File: config.mk
export PLATFORM = sky130hd
export DESIGN_NAME = prefetch_fill_ctrl_flat
export DESIGN_NICKNAME = d
export VERILOG_FILES = /design/src/rtl/prefetch_fill_ctrl_if.sv /design/src/rtl/prefetch_fill_ctrl.sv /design/src/flat_wrapper.sv
export SDC_FILE = /design/constraint.sdc
export NUM_CORES = 1
export LEC_CHECK = 0
export CAP_MARGIN = 5
export CORE_MARGIN = 2
export CORE_UTILIZATION = 40
export CTS_CLUSTER_DIAMETER = 80
export CTS_CLUSTER_SIZE = 24
export DETAILED_ROUTE_END_ITERATION = 8
export PLACE_DENSITY_LB_ADDON = 0.1
export SKIP_LAST_GASP = 1
export SLEW_MARGIN = 25
export SYNTH_ARGS = -nofsm -noshare
export SYNTH_HDL_FRONTEND = slang
export SYNTH_SLANG_ARGS = --single-unit
File: constraint.sdc
create_clock -name clk_i -period 5 [get_ports clk_i]
set_input_delay 1 -clock clk_i [delete_from_list [all_inputs] [get_ports clk_i]]
set_output_delay 1 -clock clk_i [all_outputs]
set_load 0.02 [all_outputs]
File: src/rtl/prefetch_fill_ctrl_if.sv
// Fill controller bundle: request side, buffer handshake/write port, memory burst-read port.
// master = fill controller, slave = the surrounding request source, buffer and memory.
interface prefetch_fill_ctrl_if;
  logic        req_valid;
  logic        req_ready;
  logic [31:0] req_start_address;
  logic [31:0] req_length;
  logic        buf_idle;
  logic        buf_wait_prefetch_en;
  logic        buf_prefetch_en;
  logic        buf_prefetch_finish;
  logic [31:0] buf_start_address;
  logic [31:0] buf_length;
  logic        buf_write;
  logic [63:0] buf_data_in;
  logic [31:0] buf_data_in_address;
  logic        mem_rd_req_valid;
  logic        mem_rd_req_ready;
  logic [31:0] mem_rd_addr;
  logic [7:0]  mem_rd_len;
  logic        mem_rd_data_valid;
  logic [63:0] mem_rd_data;
  logic        busy;
  logic        len_overflow;

  modport master (
    input  req_valid, req_start_address, req_length, buf_idle,
           mem_rd_req_ready, mem_rd_data_valid, mem_rd_data,
    output req_ready, buf_wait_prefetch_en, buf_prefetch_en, buf_prefetch_finish,
           buf_start_address, buf_length, buf_write, buf_data_in, buf_data_in_address,
           mem_rd_req_valid, mem_rd_addr, mem_rd_len, busy, len_overflow
  );

  modport slave (
    output req_valid, req_start_address, req_length, buf_idle,
           mem_rd_req_ready, mem_rd_data_valid, mem_rd_data,
    input  req_ready, buf_wait_prefetch_en, buf_prefetch_en, buf_prefetch_finish,
           buf_start_address, buf_length, buf_write, buf_data_in, buf_data_in_address,
           mem_rd_req_valid, mem_rd_addr, mem_rd_len, busy, len_overflow
  );
endinterface

File: src/rtl/prefetch_fill_ctrl.sv
// Prefetch buffer fill sequencer: burst-reads the words covering a byte range and writes them by index.
// Data beats pass straight through to the buffer write port; burst requests hold until mem_rd_req_ready.
// Optional PREFETCH_FILL_STATS_EN adds stat_fill_cycles_o (ARM..DONE cycle count, saturating).
module prefetch_fill_ctrl #(
  parameter int unsigned DEPTH_WORDS = 4096,
  parameter int unsigned MAX_BURST   = 16
) (
  input  logic                 clk_i,
  input  logic                 rst_i,
  prefetch_fill_ctrl_if.master ctrl_io
`ifdef PREFETCH_FILL_STATS_EN
  ,
  output logic [31:0]          stat_fill_cycles_o
`endif
);

  localparam int unsigned   AW          = $clog2(DEPTH_WORDS);
  localparam int unsigned   CW          = AW + 1;
  localparam logic [32:0]   DEPTH_33    = 33'(DEPTH_WORDS);
  localparam logic [CW-1:0] DEPTH_CW    = CW'(DEPTH_WORDS);
  localparam logic [31:0]   DEPTH_BYTES = 32'(DEPTH_WORDS * 8);
  localparam logic [31:0]   MAX_32      = 32'(MAX_BURST);

  localparam logic [2:0] S_IDLE  = 3'd0;
  localparam logic [2:0] S_ARM   = 3'd1;
  localparam logic [2:0] S_START = 3'd2;
  localparam logic [2:0] S_FILL  = 3'd3;
  localparam logic [2:0] S_DONE  = 3'd4;

  logic [2:0]    state_q,  state_d;
  logic [31:0]   base_q,   base_d;
  logic [31:0]   start_q,  start_d;
  logic [31:0]   blen_q,   blen_d;
  logic [CW-1:0] beats_q,  beats_d;
  logic [CW-1:0] issued_q, issued_d;
  logic [CW-1:0] recv_q,   recv_d;
  logic          ovf_q,    ovf_d;

  logic          accept;
  logic          req_vld;
  logic          req_fire;
  logic          beat_fire;
  logic [32:0]   beats_raw;
  logic [CW-1:0] remain;
  logic [7:0]    burst_len;

  assign accept    = !rst_i && (state_q == S_IDLE) && ctrl_io.buf_idle && ctrl_io.req_valid;
  // 33-bit sum so a length near 4 GiB cannot wrap the beat count
  assign beats_raw = ({30'd0, ctrl_io.req_start_address[2:0]} + {1'b0, ctrl_io.req_length} + 33'd7) >> 3;
  assign remain    = beats_q - issued_q;
  assign burst_len = (32'(remain) > MAX_32) ? MAX_32[7:0] : 8'(remain);
  assign req_vld   = !rst_i && (state_q == S_FILL) && (issued_q != beats_q);
  assign req_fire  = req_vld && ctrl_io.mem_rd_req_ready;
  assign beat_fire = !rst_i && (state_q == S_FILL) && ctrl_io.mem_rd_data_valid && (recv_q != beats_q);

  always_comb begin
    state_d  = state_q;
    base_d   = base_q;
    start_d  = start_q;
    blen_d   = blen_q;
    beats_d  = beats_q;
    issued_d = issued_q;
    recv_d   = recv_q;
    ovf_d    = ovf_q;
    case (state_q)
      S_IDLE: begin
        if (accept) begin
          state_d  = S_ARM;
          base_d   = {ctrl_io.req_start_address[31:3], 3'b000};
          start_d  = ctrl_io.req_start_address;
          issued_d = '0;
          recv_d   = '0;
          if (beats_raw > DEPTH_33) begin
            beats_d = DEPTH_CW;
            blen_d  = DEPTH_BYTES - {29'd0, ctrl_io.req_start_address[2:0]};
            ovf_d   = 1'b1;
          end else begin
            beats_d = beats_raw[CW-1:0];
            blen_d  = ctrl_io.req_length;
            ovf_d   = 1'b0;
          end
        end
      end
      S_ARM:   state_d = S_START;
      S_START: state_d = (beats_q == '0) ? S_DONE : S_FILL;
      S_FILL: begin
        if (req_fire) begin
          issued_d = issued_q + CW'(burst_len);
        end
        if (beat_fire) begin
          recv_d = recv_q + CW'(1);
        end
        // leaving on the last beat puts the finish pulse exactly one cycle after the last write
        if (recv_d == beats_q) begin
          state_d = S_DONE;
        end
      end
      S_DONE:  state_d = S_IDLE;
      default: state_d = S_IDLE;
    endcase
  end

  always_ff @(posedge clk_i) begin
    if (rst_i) begin
      state_q  <= S_IDLE;
      base_q   <= '0;
      start_q  <= '0;
      blen_q   <= '0;
      beats_q  <= '0;
      issued_q <= '0;
      recv_q   <= '0;
      ovf_q    <= 1'b0;
    end else begin
      state_q  <= state_d;
      base_q   <= base_d;
      start_q  <= start_d;
      blen_q   <= blen_d;
      beats_q  <= beats_d;
      issued_q <= issued_d;
      recv_q   <= recv_d;
      ovf_q    <= ovf_d;
    end
  end

  assign ctrl_io.req_ready            = !rst_i && (state_q == S_IDLE) && ctrl_io.buf_idle;
  assign ctrl_io.buf_wait_prefetch_en = (state_q == S_ARM);
  assign ctrl_io.buf_prefetch_en      = (state_q == S_START);
  assign ctrl_io.buf_prefetch_finish  = (state_q == S_DONE);
  assign ctrl_io.buf_start_address    = start_q;
  assign ctrl_io.buf_length           = blen_q;
  assign ctrl_io.buf_write            = beat_fire;
  assign ctrl_io.buf_data_in          = beat_fire ? ctrl_io.mem_rd_data : '0;
  assign ctrl_io.buf_data_in_address  = beat_fire ? 32'(recv_q[AW-1:0]) : '0;
  assign ctrl_io.mem_rd_req_valid     = req_vld;
  assign ctrl_io.mem_rd_addr          = req_vld ? (base_q + (32'(issued_q) << 3)) : '0;
  assign ctrl_io.mem_rd_len           = req_vld ? burst_len : '0;
  assign ctrl_io.busy                 = (state_q != S_IDLE);
  assign ctrl_io.len_overflow         = ovf_q;

`ifdef PREFETCH_FILL_STATS_EN
  logic [31:0] cyc_q, cyc_d;
  logic [31:0] stat_q, stat_d;

  always_comb begin
    cyc_d  = cyc_q;
    stat_d = stat_q;
    if (accept) begin
      cyc_d = '0;
    end else if ((state_q == S_ARM) || (state_q == S_START) || (state_q == S_FILL)) begin
      cyc_d = (cyc_q == 32'hFFFF_FFFF) ? cyc_q : cyc_q + 32'd1;
    end
    // the DONE cycle itself is counted in the latched value
    if (state_q == S_DONE) begin
      stat_d = (cyc_q == 32'hFFFF_FFFF) ? cyc_q : cyc_q + 32'd1;
    end
  end

  always_ff @(posedge clk_i) begin
    if (rst_i) begin
      cyc_q  <= '0;
      stat_q <= '0;
    end else begin
      cyc_q  <= cyc_d;
      stat_q <= stat_d;
    end
  end

  assign stat_fill_cycles_o = stat_q;
`endif

endmodule

File: src/flat_wrapper.sv
// flat-port wrapper written by rule: the top's interface ports become plain ports
module prefetch_fill_ctrl_flat 
#(
  parameter int unsigned DEPTH_WORDS = 4096,
  parameter int unsigned MAX_BURST   = 16
)
  (clk_i, rst_i, ctrl_io_req_valid, ctrl_io_req_start_address, ctrl_io_req_length, ctrl_io_buf_idle, ctrl_io_mem_rd_req_ready, ctrl_io_mem_rd_data_valid, ctrl_io_mem_rd_data, ctrl_io_req_ready, ctrl_io_buf_wait_prefetch_en, ctrl_io_buf_prefetch_en, ctrl_io_buf_prefetch_finish, ctrl_io_buf_start_address, ctrl_io_buf_length, ctrl_io_buf_write, ctrl_io_buf_data_in, ctrl_io_buf_data_in_address, ctrl_io_mem_rd_req_valid, ctrl_io_mem_rd_addr, ctrl_io_mem_rd_len, ctrl_io_busy, ctrl_io_len_overflow);
  prefetch_fill_ctrl_if ctrl_io_i ();
  input  logic clk_i;
  input  logic rst_i;
  input wire logic [$bits(ctrl_io_i.req_valid)-1:0] ctrl_io_req_valid;
  input wire logic [$bits(ctrl_io_i.req_start_address)-1:0] ctrl_io_req_start_address;
  input wire logic [$bits(ctrl_io_i.req_length)-1:0] ctrl_io_req_length;
  input wire logic [$bits(ctrl_io_i.buf_idle)-1:0] ctrl_io_buf_idle;
  input wire logic [$bits(ctrl_io_i.mem_rd_req_ready)-1:0] ctrl_io_mem_rd_req_ready;
  input wire logic [$bits(ctrl_io_i.mem_rd_data_valid)-1:0] ctrl_io_mem_rd_data_valid;
  input wire logic [$bits(ctrl_io_i.mem_rd_data)-1:0] ctrl_io_mem_rd_data;
  output wire logic [$bits(ctrl_io_i.req_ready)-1:0] ctrl_io_req_ready;
  output wire logic [$bits(ctrl_io_i.buf_wait_prefetch_en)-1:0] ctrl_io_buf_wait_prefetch_en;
  output wire logic [$bits(ctrl_io_i.buf_prefetch_en)-1:0] ctrl_io_buf_prefetch_en;
  output wire logic [$bits(ctrl_io_i.buf_prefetch_finish)-1:0] ctrl_io_buf_prefetch_finish;
  output wire logic [$bits(ctrl_io_i.buf_start_address)-1:0] ctrl_io_buf_start_address;
  output wire logic [$bits(ctrl_io_i.buf_length)-1:0] ctrl_io_buf_length;
  output wire logic [$bits(ctrl_io_i.buf_write)-1:0] ctrl_io_buf_write;
  output wire logic [$bits(ctrl_io_i.buf_data_in)-1:0] ctrl_io_buf_data_in;
  output wire logic [$bits(ctrl_io_i.buf_data_in_address)-1:0] ctrl_io_buf_data_in_address;
  output wire logic [$bits(ctrl_io_i.mem_rd_req_valid)-1:0] ctrl_io_mem_rd_req_valid;
  output wire logic [$bits(ctrl_io_i.mem_rd_addr)-1:0] ctrl_io_mem_rd_addr;
  output wire logic [$bits(ctrl_io_i.mem_rd_len)-1:0] ctrl_io_mem_rd_len;
  output wire logic [$bits(ctrl_io_i.busy)-1:0] ctrl_io_busy;
  output wire logic [$bits(ctrl_io_i.len_overflow)-1:0] ctrl_io_len_overflow;
  assign ctrl_io_i.req_valid = ctrl_io_req_valid;
  assign ctrl_io_i.req_start_address = ctrl_io_req_start_address;
  assign ctrl_io_i.req_length = ctrl_io_req_length;
  assign ctrl_io_i.buf_idle = ctrl_io_buf_idle;
  assign ctrl_io_i.mem_rd_req_ready = ctrl_io_mem_rd_req_ready;
  assign ctrl_io_i.mem_rd_data_valid = ctrl_io_mem_rd_data_valid;
  assign ctrl_io_i.mem_rd_data = ctrl_io_mem_rd_data;
  assign ctrl_io_req_ready = ctrl_io_i.req_ready;
  assign ctrl_io_buf_wait_prefetch_en = ctrl_io_i.buf_wait_prefetch_en;
  assign ctrl_io_buf_prefetch_en = ctrl_io_i.buf_prefetch_en;
  assign ctrl_io_buf_prefetch_finish = ctrl_io_i.buf_prefetch_finish;
  assign ctrl_io_buf_start_address = ctrl_io_i.buf_start_address;
  assign ctrl_io_buf_length = ctrl_io_i.buf_length;
  assign ctrl_io_buf_write = ctrl_io_i.buf_write;
  assign ctrl_io_buf_data_in = ctrl_io_i.buf_data_in;
  assign ctrl_io_buf_data_in_address = ctrl_io_i.buf_data_in_address;
  assign ctrl_io_mem_rd_req_valid = ctrl_io_i.mem_rd_req_valid;
  assign ctrl_io_mem_rd_addr = ctrl_io_i.mem_rd_addr;
  assign ctrl_io_mem_rd_len = ctrl_io_i.mem_rd_len;
  assign ctrl_io_busy = ctrl_io_i.busy;
  assign ctrl_io_len_overflow = ctrl_io_i.len_overflow;
  prefetch_fill_ctrl #(.DEPTH_WORDS(DEPTH_WORDS), .MAX_BURST(MAX_BURST)) u_core (.clk_i(clk_i), .rst_i(rst_i), .ctrl_io(ctrl_io_i));
endmodule
# Yosys cells after proc, flatten, opt, wreduce, memory -nomap -nowiden
# Index checks and enable logic that the tools add are counted.
# W data, S select, Z words.
[totals] regBits=136
[op_classes] addsub=7 n_lt_le_gt_ge=2 eq_ne=10 muxes=18 reduce_logical=17
[ops] op="$mux W13" n=5
[ops] op="$mux W32" n=2
[ops] op="$mux W64" n=1
[ops] op="$pmux W13 S2" n=2
[ops] op="$add A3 B32 Y33" n=1
[ops] op="$add A33 B3 Y33 const B" n=1
[ops] op="$add A32 B16 Y32" n=1
[ops] op="$gt A30 B13 Y1 const B" n=1
[ops] op="$ne A13 B13 Y1" n=2
[ops] op="$sub A16 B3 Y17 const A" n=1
[ops] op="$mux W8" n=2
[ops] op="$add A13 B1 Y13 const B" n=1
[ops] op="$add A13 B8 Y13" n=1
[ops] op="$eq A13 B13 Y1" n=1
[ops] op="$gt A13 B5 Y1 const B" n=1
[ops] op="$logic_not A13 Y1" n=1
[ops] op="$sub A13 B13 Y13" n=1
[ops] op="$mux W12" n=1
[ops] op="$pmux W3 S4" n=1
[ops] op="$mux W3" n=3
[ops] op="$logic_and A1 B1 Y1" n=8
[ops] op="$eq A3 B2 Y1 const B" n=2
[ops] op="$reduce_and A2 Y1" n=3
[ops] op="$ne A2 B1 Y1 const B" n=2
[ops] op="9 further kinds" n=9

# Depth between registers and ports, before layout
[logic_depth] word_depth=9 depth_mapped=20 mapped_depth_nobuf=19

# Least setup slack after synthesis
# No wires, ideal clock.
[synth_timing] path_kind="flip-flop to flip-flop" startpoint="reg u_core.issued_q[1]" endpoint="reg u_core.issued_q[12]" t_arrival_ns=4.204 t_required_ns=4.940 path_slack_ns=0.737 path_stages_with_launch=19 path_buffers=1 period_less_slack_ns=4.263 path_cell_list="dfxtp_1 inv_1 fa_1 a21o_1 a221o_1 a311oi_2 xnor2_1 a21oi_1 and4_1 clkbuf_1 nor2b_1 ha_1 o21ai_0 nand2b_1 and3_1 o211ai_1 a211oi_1 or4_1 nand2_1"
[synth_via] elab_chain_len=6 elab_cells_between_ends=11
[synth_lines] element="start, declared" line_no="prefetch_fill_ctrl.sv:35" text="logic [CW-1:0] issued_q, issued_d;"
[synth_lines] element="start signal, assigned" line_no="prefetch_fill_ctrl.sv:119" text="issued_q <= issued_d;"
[synth_lines] element="$sub A13 B13 Y13" line_no="prefetch_fill_ctrl.sv:50" text="assign remain = beats_q - issued_q;"
[synth_lines] element="$gt A13 B5 Y1" line_no="prefetch_fill_ctrl.sv:51" text="assign burst_len = (32'(remain) > MAX_32) ? MAX_32[7:0] : 8'(remain);"
[synth_lines] element="$mux W8" line_no="prefetch_fill_ctrl.sv:51"
[synth_lines] element="$add A13 B8 Y13" line_no="prefetch_fill_ctrl.sv:88" text="issued_d = issued_q + CW'(burst_len);"
[synth_lines] element="$mux W13" line_no="prefetch_fill_ctrl.sv:87" text="if (req_fire) begin"
[synth_lines] element="$pmux W13 S2" line_no="prefetch_fill_ctrl.sv:65" text="case (state_q)"
# Parallel ways exist; a longest one is shown, timed or not. The select of a mux whose other input is x is not followed.
# A chain may end at the register's enable or synchronous reset.

# Final worst setup path
[layout_timing] startpoint="reg u_core.issued_q[0]" endpoint="out ctrl_io_mem_rd_len[3]"
[layout_via] elab_chain_len=4 elab_cells_between_ends=6
[layout_lines] element="$sub A13 B13 Y13" line_no="prefetch_fill_ctrl.sv:50"
[layout_lines] element="$gt A13 B5 Y1" line_no="prefetch_fill_ctrl.sv:51"
[layout_lines] element="$mux W8" line_no="prefetch_fill_ctrl.sv:51"
[layout_lines] element="$mux W8 *" line_no="prefetch_fill_ctrl.sv:136" text="assign ctrl_io.mem_rd_len = req_vld ? burst_len : '0;"
[layout_lines] element="end, declared" line_no="flat_wrapper.sv:29" text="output wire logic [$bits(ctrl_io_i.mem_rd_len)-1:0] ctrl_io_mem_rd_len;"
# Mark *: on every way between the ends. The rest lies on a longest branch, timed or not.

==> flow_metrics.env <==
export IMPL_status="finished, final reports clean"
export IMPL_yosysTopAreaCellShare_pct=25.7
export IMPL_clock_sinks=107
export IMPL_io_pins=342
export IMPL_stdcell_count=1654
export IMPL_path_buf_inv=2
export IMPL_cts_tree="done"
export IMPL_fin_crit_sh_pct=95.8
export IMPL_die_area_um2=22000
export IMPL_worstPathRequired_ns=4.00
export IMPL_grt_overflow_total=0
export IMPL_dp_hpwl_um=21000
export IMPL_hp_class="flop to flop"
export IMPL_synth_top_cell_by_area="dfxtp_1"
export IMPL_fin_setup_tns_ns=0
export IMPL_first_global_vias=7981
export IMPL_ys_seq_area_share_pct=25.7
export IMPL_drive_above_1_share_pct=4.91
export IMPL_antenna_left=0
export IMPL_clockBufferDepth=2
export IMPL_grt_max_degree=77
export IMPL_antenna_found_initial=0
export IMPL_clk_pin_slew_worst_paths_ns=0.08
export IMPL_hold_ws_ns=0.463
export IMPL_maxCapViolations=0
export IMPL_dr_wl_met2_um=13000
export IMPL_via_count=8808
export IMPL_chipWidth_um=148
export IMPL_n_antenna_cell=0
export IMPL_rrSetupSlack_ns=0.30
export IMPL_ys_types=73
export IMPL_htreeDepth=3
export IMPL_area_delta_synth_final_pct=43.1
export IMPL_dr_wl_met3_um=1810
export IMPL_powerDensity_nw_per_um2=190
export IMPL_core_area_um2=20300
export IMPL_grtUsageTotal_pct=23.9
export IMPL_critPathArrivalTime_ns=3.79
export IMPL_finalHoldViolations=0
export IMPL_cts_inserted_buffers=9
export IMPL_synth_edf_count=0
export IMPL_startpoint_type="flop"
export IMPL_rows=52
export IMPL_drc=0
export IMPL_async_reset_ff_share_pct=0
export IMPL_path_delay_family="compound AO/OA/AOI/OAI gates"
export IMPL_top_layer="met4"
export IMPL_portBuffers=315
export IMPL_peakVddDrop_uv=165
export IMPL_max_stage_delay_ns=0.60
export IMPL_cp_max_fo=8
export IMPL_place_congestion=0.920
export IMPL_wl_um=27400
export IMPL_path_cells="ha_1 -> inv_1 -> fa_1 -> a21o_1 -> a221o_1 -> a311oi_2 -> xnor2_1 -> a21oi_1 -> and4_2 -> nand2_1 -> nor2_1 -> clkdlybuf4s50_1"
export IMPL_layout_min_cycle_time_ns=4.79
export IMPL_post_place_cells=1637
export IMPL_drtPass1Iterations=8
export IMPL_slew_limit_headroom_pct=46.7
export IMPL_synth_area_per_cell_um2=7.56
export IMPL_wl_per_cell_um=16.6
export IMPL_initial_utilization_pct=41.0
export IMPL_cp_end_kind="output port"
export IMPL_yosys_warnings=0
export IMPL_drt_vias_per_instance=5.33
export IMPL_p_leak_uw=0.00489
export IMPL_critPathSlowestCell="clkdlybuf4s50_1"
export IMPL_die_h_um=148
export IMPL_synth_area_leaders="dfxtp_1 (26%), and3_1 (7.1%), nand2_1 (6.5%)"
export IMPL_cts_root_buf="clkbuf_16"
export IMPL_critPathKind="flop to output port"
export IMPL_syn_area_um2=8320
export IMPL_nNetsFinal=1555
export IMPL_grt_pass1_wl_um=43000
export IMPL_worst_slew_pin_slew_ns=0.800
export IMPL_clock_latency_ns=0.36
export IMPL_drv_slew=0
export IMPL_final_core_util_pct=58.6
export IMPL_met1_length_um=12100
export IMPL_max_freq_mhz=209
export IMPL_final_setup_viol_count=0
export IMPL_drtIter0Drc=504
export IMPL_synthCells=1100
export IMPL_ys_seq_elements=107
export IMPL_ys_flop_type="dfxtp_1"
export IMPL_fin_skew_ns=0.00786
==> cells by family (layout without fill, tap and decap cells) <==
family          Yosys count  after routing  synth area share [%]
compound gates          194            194                  16.7
fa+ha+maj                42             42                  6.59
buf+inv                 136            393                  7.43
flops                   107            107                  25.7
simple gates            536            536                  34.0
mux                       8              8                  1.02
xor+xnor                 76             76                  8.50
other cells               1             28                0.0451
==> layout by cell type (no fill, tap or decap), types with 10 or more instances in the layout <==
cell type        count
a21o_1              10
a21oi_1             52
and2_1              29
and3_1              95
buf_4               12
clkdlybuf4s50_1    314
conb_1              28
dfxtp_1            107
ha_1                39
inv_1               49
nand2_1            142
nand3_1             39
nand3b_1            35
nand4_1             28
nor2_1              77
nor3_1              24
nor4_1              20
o211ai_1            18
o21ai_0             30
or2_2               10
xnor2_1             43
xor2_1              30
==> registers in the layout, summed over array words and instances, names as in the netlist <==
name                              count
u_core.ctrl_io.buf_start_address     32
u_core.recv_q                        13
u_core.state_q                        3
u_core.ctrl_io.buf_length            32
u_core.ctrl_io.len_overflow           1
u_core.beats_q                       13
u_core.issued_q                      13
==> final cells by class <==
type | instances | area [um2]
Clock buffer | 9 | 225
Clock inverter | 7 | 76.3
Fill cell | 1904 | 8400
Inverter | 49 | 184
Multi-Input combinational cell | 884 | 5680
Sequential cell | 107 | 2140
Tap cell | 270 | 338
Timing Repair Buffer | 328 | 3260
==> power by group <==
part	internal, uW	switching, uW	leakage [uW]	total, uW
sequential	885	36.7	0.000870	921
combinational	284	318	0.00387	602
clock	358	380	0.000149	738
total	1530	735	0.00489	2260
==> cells in the mapped netlist, types with 6 or more instances <==
library cell  count
nand2_1         143
dfxtp_1         107
and3_1           95
nor2_1           78
a21oi_1          52
inv_1            49
clkbuf_1         48
xnor2_1          43
ha_1             39
nand3_1          39
nand3b_1         35
and2_1           31
o21ai_0          31
xor2_1           30
nand4_1          28
buf_4            26
nor3_1           24
nor4_1           20
o211ai_1         18
a21o_1           10
or2_2            10
buf_2             8
o311a_1           8
a311oi_1          7
nand2b_1          7
or4_1             7
o31ai_1           6
==> final timing paths <==
path,from,end,cells after the start
hold reg to reg,u_core.ctrl_io.buf_length[28],u_core.ctrl_io.buf_length[28],1
hold / removal,u_core.ctrl_io.buf_length[28],u_core.ctrl_io.buf_length[28],1
setup reg to reg,u_core.issued_q[0],u_core.issued_q[12],18
setup / recovery,u_core.issued_q[0],ctrl_io_mem_rd_len[3],12
==> what timing repair did <==
item	in CTS	in global routing
hold buffers	0	0
setup buffers	0	1
setup endpoints to repair	0	16
resized for setup	0	3
==> metal layers <==
layer  vias to the layer above  GRT usage, %
met2                       278          38.1
met1                      4068          32.8
met4                         0          6.14
met3                        31          5.37
met5                         -             0
li1                       4431             -
==> per-stage QoR <==
step / instance area, um2 / worst slack, ns / power (uW)
final: 11900 / 0.211 / 2260
after global routing: 11900 / -0.000115 / 2360
after CTS: 11900 / 0.149 / 2270
after detailed placement: 11600 / 0.349 / 1530
after global placement: 11600 / 0.510 / 1530
after floorplan: 8420 / 0.737 / 1300
Power figures use the tool's default switching activity.
